### config.mk
export PLATFORM = sky130hd
export DESIGN_NAME = button_led_controller
export DESIGN_NICKNAME = d
export VERILOG_FILES = /design/src/rtl/button_led_controller.sv
export SDC_FILE = /design/constraint.sdc
export NUM_CORES = 1
export LEC_CHECK = 0
export BUFFER_PORTS_ARGS = -buffer_cell sky130_fd_sc_hd__buf_2
export CORE_ASPECT_RATIO = 0.6
export CORE_MARGIN = 3
export CORE_UTILIZATION = 45
export DETAILED_ROUTE_END_ITERATION = 8
export SETUP_SLACK_MARGIN = 0.05
export SKIP_CTS_REPAIR_TIMING = 1
export SYNTH_ARGS = -nofsm -noshare
export SYNTH_HDL_FRONTEND = slang
export SYNTH_SLANG_ARGS = --single-unit
export TNS_END_PERCENT = 1
### constraint.sdc
create_clock -name clock -period 5.1 [get_ports clock]
set_input_delay 1.02 -clock clock [delete_from_list [all_inputs] [get_ports clock]]
set_output_delay 1.02 -clock clock [all_outputs]
set_load 0.02 [all_outputs]
### src/rtl/button_led_controller.sv
// Debounced push-button front end driving a mode FSM and PWM brightness onto
// an active-low RGB LED. Buttons [1:0] control mode/brightness; the rest are only exported.
module button_led_controller #(
    parameter int NUM_BUTTONS     = 2,
    parameter int DEBOUNCE_CYCLES = 250000,
    parameter int PWM_WIDTH       = 8,
    parameter int BRIGHT_STEP     = 32,
    parameter int CYCLE_TICKS     = 12000000
) (
    input  logic                   clock,
    input  logic                   reset_n,
    input  logic [NUM_BUTTONS-1:0] push_button_n,
    output logic [NUM_BUTTONS-1:0] button_level,
    output logic [NUM_BUTTONS-1:0] button_press,
    output logic [2:0]             mode,
    output logic [PWM_WIDTH-1:0]   brightness,
    output logic                   led_red_n,
    output logic                   led_green_n,
    output logic                   led_blue_n
);
    localparam int DBW = (DEBOUNCE_CYCLES > 1) ? $clog2(DEBOUNCE_CYCLES) : 1;
    localparam int CTW = (CYCLE_TICKS > 1) ? $clog2(CYCLE_TICKS) : 1;
    localparam logic [DBW-1:0]       DB_LAST    = DBW'(DEBOUNCE_CYCLES - 1);
    localparam logic [CTW-1:0]       CT_LAST    = CTW'(CYCLE_TICKS - 1);
    localparam logic [PWM_WIDTH-1:0] BRIGHT_MAX = '1;
    localparam logic [PWM_WIDTH:0]   STEP_EXT   = (PWM_WIDTH+1)'(BRIGHT_STEP);

    typedef enum logic [2:0] {M_OFF = 3'd0, M_RED = 3'd1, M_GREEN = 3'd2,
                              M_BLUE = 3'd3, M_CYCLE = 3'd4} mode_e;
    typedef enum logic [1:0] {C_RED = 2'd0, C_GREEN = 2'd1, C_BLUE = 2'd2} colour_e;

    logic [NUM_BUTTONS-1:0]          sync1_q, sync1_d, sync2_q, sync2_d;
    logic [NUM_BUTTONS-1:0][DBW-1:0] db_cnt_q, db_cnt_d;
    logic [NUM_BUTTONS-1:0]          level_q, level_d, press_q, press_d;
    mode_e                           mode_q, mode_d;
    colour_e                         colour_q, colour_d;
    logic [CTW-1:0]                  cyc_cnt_q, cyc_cnt_d;
    logic [PWM_WIDTH-1:0]            bright_q, bright_d, pwm_cnt_q, pwm_cnt_d;
    logic                            led_r_q, led_r_d, led_g_q, led_g_d, led_b_q, led_b_d;
    logic [PWM_WIDTH:0]              bright_sum;
    logic                            pwm_on, sel_r, sel_g, sel_b;

    always_comb begin
        sync1_d  = push_button_n;
        sync2_d  = sync1_q;
        level_d  = level_q;
        db_cnt_d = db_cnt_q;
        // sync2_q is still active low; a mismatch must persist DEBOUNCE_CYCLES cycles
        for (int i = 0; i < NUM_BUTTONS; i++) begin
            if (~sync2_q[i] != level_q[i]) begin
                if (db_cnt_q[i] == DB_LAST) begin
                    level_d[i]  = ~sync2_q[i];
                    db_cnt_d[i] = '0;
                end else begin
                    db_cnt_d[i] = db_cnt_q[i] + 1'b1;
                end
            end else begin
                db_cnt_d[i] = '0;
            end
        end
        press_d = level_d & ~level_q;

        mode_d    = mode_q;
        colour_d  = colour_q;
        cyc_cnt_d = cyc_cnt_q;
        if (mode_q == M_CYCLE) begin
            if (cyc_cnt_q == CT_LAST) begin
                cyc_cnt_d = '0;
                case (colour_q)
                    C_RED:   colour_d = C_GREEN;
                    C_GREEN: colour_d = C_BLUE;
                    default: colour_d = C_RED;
                endcase
            end else begin
                cyc_cnt_d = cyc_cnt_q + 1'b1;
            end
        end
        if (press_q[0]) begin
            case (mode_q)
                M_OFF:   mode_d = M_RED;
                M_RED:   mode_d = M_GREEN;
                M_GREEN: mode_d = M_BLUE;
                M_BLUE: begin
                    mode_d    = M_CYCLE;
                    cyc_cnt_d = '0;
                    colour_d  = C_RED;
                end
                default: mode_d = M_OFF;
            endcase
        end

        bright_sum = {1'b0, bright_q} + STEP_EXT;
        bright_d   = bright_q;
        if (press_q[1]) begin
            if (bright_q == BRIGHT_MAX)
                bright_d = '0;
            else if (bright_sum > {1'b0, BRIGHT_MAX})
                bright_d = BRIGHT_MAX;
            else
                bright_d = bright_sum[PWM_WIDTH-1:0];
        end

        pwm_cnt_d = pwm_cnt_q + 1'b1;
        // max brightness is forced fully on, since pwm_cnt never exceeds max
        pwm_on  = (pwm_cnt_q < bright_q) | (bright_q == BRIGHT_MAX);
        sel_r   = (mode_q == M_RED)   | ((mode_q == M_CYCLE) & (colour_q == C_RED));
        sel_g   = (mode_q == M_GREEN) | ((mode_q == M_CYCLE) & (colour_q == C_GREEN));
        sel_b   = (mode_q == M_BLUE)  | ((mode_q == M_CYCLE) & (colour_q == C_BLUE));
        led_r_d = ~(sel_r & pwm_on);
        led_g_d = ~(sel_g & pwm_on);
        led_b_d = ~(sel_b & pwm_on);
    end

    always_ff @(posedge clock) begin
        if (!reset_n) begin
            sync1_q   <= '1;
            sync2_q   <= '1;
            db_cnt_q  <= '0;
            level_q   <= '0;
            press_q   <= '0;
            mode_q    <= M_OFF;
            colour_q  <= C_RED;
            cyc_cnt_q <= '0;
            bright_q  <= BRIGHT_MAX;
            pwm_cnt_q <= '0;
            led_r_q   <= 1'b1;
            led_g_q   <= 1'b1;
            led_b_q   <= 1'b1;
        end else begin
            sync1_q   <= sync1_d;
            sync2_q   <= sync2_d;
            db_cnt_q  <= db_cnt_d;
            level_q   <= level_d;
            press_q   <= press_d;
            mode_q    <= mode_d;
            colour_q  <= colour_d;
            cyc_cnt_q <= cyc_cnt_d;
            bright_q  <= bright_d;
            pwm_cnt_q <= pwm_cnt_d;
            led_r_q   <= led_r_d;
            led_g_q   <= led_g_d;
            led_b_q   <= led_b_d;
        end
    end

    assign button_level = level_q;
    assign button_press = press_q;
    assign mode         = mode_q;
    assign brightness   = bright_q;
    assign led_red_n    = led_r_q;
    assign led_green_n  = led_g_q;
    assign led_blue_n   = led_b_q;
endmodule
==> metrics, run 1 <==
Worst-Margin Slew 750 ps; core area 8260 sq um; IO buf count 21; top-area cell type share of the netlist area 44.0%; Total Neg Setup Slack 0 ps; Post-Syn Nets 468; R2R Path End cyc_cnt_q[9]; Cell Pwr Density 295 nW/um^2; CP delay by family, top simple AND/OR/NAND/NOR gates; H-tree Lvls 3; post-synth cell types 45; Vias per Instance 5.03; Yosys top cell by area dfxtp_1; pre-CTS setup slack 2800 ps; initial antenna violation count 0; Largest stage delay, worst path 720 ps; crit path cell chain nand4bb_1 > nor3_1 > and4_1 > xnor2_1 > nor2_1; largest net degree at the start of global routing 29; antenna viol nets, final 0; Clock Root Buffer clkbuf_16; min-delay src sync1_q[0]; r2r setup slk 2970 ps; Worst R2R Path Depth 5; GRT Overall Usage 15.9%; synth cell count leaders 88 x dfxtp_1, 83 x nor2_1, 35 x xor2_1; sequential fraction of the synthesis area 44.0%; RSZ-0062 raised after global routing no; mapped cell area 4010 sq um; number of synthesized flops with an enable pin 0; Peak Freq 0.470 GHz; Antenna Cells 0; layout cell share with drive strength beyond 1 8.30%; WS Path Type flop to flop; Starting Density 48.5%; Slew Limit Headroom 49.6%; Total Wirelength 7290 microns; largest cells by area after synthesis dfxtp_1 44%, nor2_1 7.8%, xor2_1 7.7%; Post-Synthesis Cells 451; CP Launch Type flop; Final Util 53.4%; setup ws final 2970 ps; clock buffer count from CTS 9; vias in the first global route 2697; total power 1.30 mW; DRC 0; Crit. End Element flop; Req. time, crit path 5320 ps; CP Max Fanout 10; full die area 10100 sq um; Synth Flop Type dfxtp_1; Placed Area 4150 sq um; CTS clk-pin slew, worst paths 60 ps; RePlAce Congestion 0.790; I/O pin count 22; Pre-antenna DRT Iters 4; Reg-to-Reg Start mode[2]; Warnings, synthesis 0; Final Max Tran Viols 0; CTS Sinks 88; Layout Nets 485; clock tree from TritonCTS built; Final setup viols 0; cell leakage power 1.65 nW; total congestion overflow 0; critical path's slowest cell nor3_1; status finished clean; Critical Path Start mode[2]; die width 128 microns; most common cell in the netlist dfxtp_1; min-delay worst type flop to flop; Clock Skew 3.99 ps; Area Overhead vs Synth 10.0%; Arr. time, crit path 2340 ps; Iter 0 DRT Violations 180; Clock Latency Late Sink 330 ps; peak supply drop 0.000161 V; min Tclk post-route 2130 ps; Max-Cap Viols 0; WHS Endpoint sync2_q[0]; die span in y 79.1 microns; final hold viol count 0; final period utilization 41.7%; Worst Hold Depth 1; Seq cells post-synth 88; Via Count 2908; Crit path buffers/inverters 0; WL/cell 12.6 microns; mean area per synthesized cell 8.88 sq um; Synth async-reset ratio 0%; hpwl dp 5070 microns; first-pass GRT wire length 12900 microns; Rows 25; cell area after layout 4410 sq um; Max Root-Sink Buffers 2
## registers in the layout (all words and copies together) (netlist names)
register,count
led_blue_n,1
sync2_q,2
cyc_cnt_q,24
button_press,2
mode,3
button_level,2
sync1_q,2
led_red_n,1
led_green_n,1
brightness,4
db_cnt_q,36
colour_q,2
pwm_cnt_q,8
## cell families after synthesis
logic type,Yosys count,synth area share (%)
mux,6,1.50
flops,88,44.0
fa+ha+maj,13,4.06
simple gates,225,28.8
buf+inv,31,4.00
compound gates,25,3.94
xor+xnor,63,13.8
## through the flow
| step | instances | hold slack [ps] |
|---|---|---|
| floorplan | 451 | 386 |
| detailed placement | 565 | 401 |
| global route | 578 | 441 |
| global placement | 565 | 403 |
| CTS | 578 | 416 |
| finish | 578 | 412 |
## layout make-up
class | count | area [sq um]
clock inverter | 1 | 5.00
sequential | 88 | 1760
multi-input combinational | 332 | 2080
fill | 766 | 3850
clock buffer | 12 | 256
inverter | 16 | 60.1
tap | 108 | 135
timing repair buffer | 21 | 105
## cells in the final DEF, fill, tap and decap left out, drive strengths merged, types with 2 or more instances in the layout
cell type,instances
o21ai,5
o211ai,2
or2,2
mux2i,6
ha,13
buf,21
nand2,27
or3,3
nor4b,3
xor2,35
xnor2,28
a21boi,3
and4,4
nor4,8
nor3,6
nor2b,5
a21oi,9
dfxtp,88
and3,10
nand2b,8
and2,12
nand3,31
nand3b,3
nor2,83
clkbuf,12
nand4,14
inv,16
## report_power, final
part	total, mW	internal, mW	switching (mW)
combinational	0.0177	0.00621	0.0115
sequential	0.695	0.691	0.00326
clock	0.587	0.347	0.240
## routing by layer
layer,share of wire (%),track usage [%]
met2,37,20.9
met3,3.7,5.11
met1,58,24.0
met5,0,0
met4,1.0,5.19
## worst max path at each step
stage / slack [ps] / cells after the start / to
after floorplan: 2910 / 6 / db_cnt_q[28]
after global placement: 2870 / 4 / db_cnt_q[34]
after detailed placement: 2800 / 4 / db_cnt_q[29]
after CTS: 2940 / 5 / cyc_cnt_q[4]
after global routing: 2620 / 5 / cyc_cnt_q[17]
final: 2970 / 5 / cyc_cnt_q[9]
No activity file was read; power rests on OpenSTA's default activity.
==> run 2: changes to the inputs <==
- ABC_AREA: not set -> 1
- clock period: 5.1 -> 2.1 ns (I/O delays scaled with it)
==> metrics, run 2 <==
CP Launch Type flop; Synth async-reset ratio 0%; largest cells by area after synthesis dfxtp_1 40%, nand2_1 12%, nor2_1 9.5%; synth cell count leaders 144 x nand2_1, 112 x nor2_1, 88 x dfxtp_1; I/O pin count 22; top flop regs db_cnt_q x36, cyc_cnt_q x24, pwm_cnt_q x8; RSZ-0062 raised after global routing no; total congestion overflow 0; Arr. time, crit path 1990 ps; Iter 0 DRT Violations 332; min Tclk post-route 1760 ps; Via Count 3899; Slew Limit Headroom 68.8%; IO buf count 21; Post-Synthesis Cells 646; most common cell in the netlist nand2_1; Cells after DPL 790; Final Instance Count excl. Fillers 806; final period utilization 83.7%; Warnings, synthesis 0; most common cell after layout, fill and taps aside nand2_1; Max-Cap Viols 0; layout cell share with drive strength beyond 1 10.2%; Layout Nets 688; max reg flops 36; Hold WS 267 ps; initial antenna violation count 0; Biggest register db_cnt_q; Req. time, crit path 2330 ps; top-area cell type share of the netlist area 39.7%; Antenna Cells 0; H-tree Lvls 3; die span in y 82.9 microns; Peak Freq 0.569 GHz; post-synth cell types 35; Total Neg Setup Slack 0 ps; RePlAce Congestion 0.860; full die area 11100 sq um; mapped cell area 4440 sq um; sequential fraction of the synthesis area 39.7%; Starting Density 47.3%; total power 3.21 mW; largest net degree at the start of global routing 20; number of synthesized flops with an enable pin 0; Clock Root Buffer clkbuf_16; Pre-antenna DRT Iters 7; Max Root-Sink Buffers 2; cell area after layout 4930 sq um; Placed Area 4650 sq um; die width 134 microns; Worst-Margin Slew 464 ps; Synth Flop Type dfxtp_1; Seq cells post-synth 88; Yosys top cell by area dfxtp_1; CP Max Fanout 5; Clock Latency Late Sink 330 ps; Final Max Tran Viols 0; hpwl dp 7270 microns; setup ws final 343 ps; WL/cell 11.9 microns; Final setup viols 0; status finished clean; clock tree from TritonCTS built; core area 9390 sq um; GRT Overall Usage 18.2%; CTS Sinks 88; Final Util 52.5%; peak supply drop 0.000429 V; vias in the first global route 3488; Clock Skew 3.55 ps; clock buffer count from CTS 9; Rows 27; pre-CTS setup slack 362 ps; final hold viol count 0; Area Overhead vs Synth 11.0%; Total Wirelength 9610 microns; min-delay worst type primary input to flop; DRC 0; mean area per synthesized cell 6.87 sq um; most frequent cells in the layout 144 x nand2_1, 112 x nor2_1, 88 x dfxtp_1; Vias per Instance 4.84; WS Path Type flop to flop; Crit. End Element flop; first-pass GRT wire length 16800 microns; cell leakage power 1.94 nW; CTS clk-pin slew, worst paths 60 ps; Post-Syn Nets 663; Cell Pwr Density 651 nW/um^2; antenna viol nets, final 0
## run 2: cell count changes after synthesis, moves of 23 or more
cell | previous run | this run
xnor2_1 | 28 | 5
nor2_1 | 83 | 112
a21oi_1 | 9 | 33
nand2_1 | 27 | 144
inv_1 | 16 | 83
xor2_1 | 35 | 11
## run 2: routing by layer
metal  track usage, %  up-vias  part of all wire [%]
met4             4.07        0                  0.79
met1             27.9     1718                    56
li1                 -     2101                     -
met2             25.3       72                    39
met5                0        -                     0
met3             4.84        8                   4.4
## run 2: critical path: stages (launching register included)
cell and delay, ps:
dfxtp_1 360, ha_1 170, nand2_1 70, nor2_1 230, nand2_1 140, nor2_1 130, nand2_1 100, nand3_1 150
inv_1 160, nand2_1 100, nor2_1 40
## run 2: final timing paths
check	startpoint	to	cells past startpoint	slack [ps]
worst min register to register	sync1_q[0]	sync2_q[0]	1	410
worst max register to register	db_cnt_q[18]	db_cnt_q[35]	10	340
worst max-delay path	db_cnt_q[18]	db_cnt_q[35]	10	340
worst min-delay path	push_button_n[0]	sync1_q[0]	2	270
## run 2: where the power goes
group,switching [mW],internal [mW],total [mW]
registers,0.00678,1.68,1.68
clock network,0.673,0.801,1.47
logic,0.0343,0.0145,0.0488
## run 2: final cells by class
cell class                      instances  area [sq um]
Clock buffer                            9           225
Clock inverter                          7          48.8
Fill cell                             986          4460
Inverter                               88           330
Multi-Input combinational cell        460          2270
Sequential cell                        88          1760
Tap cell                              130           163
Timing Repair Buffer                   24           128
## run 2: cell families (layout without fill, tap and decap cells)
group                      count (synthesis)  after routing  synth area share (%)
buffers and inverters                     98            128                  9.13
AOI/OAI and AO/OA                         61             61                  7.38
and+or+nand+nor                          370            370                  37.0
DFF                                       88             88                  39.7
xor gates and xnor gates                  16             16                  3.16
adders and majority gates                 13             13                  3.66
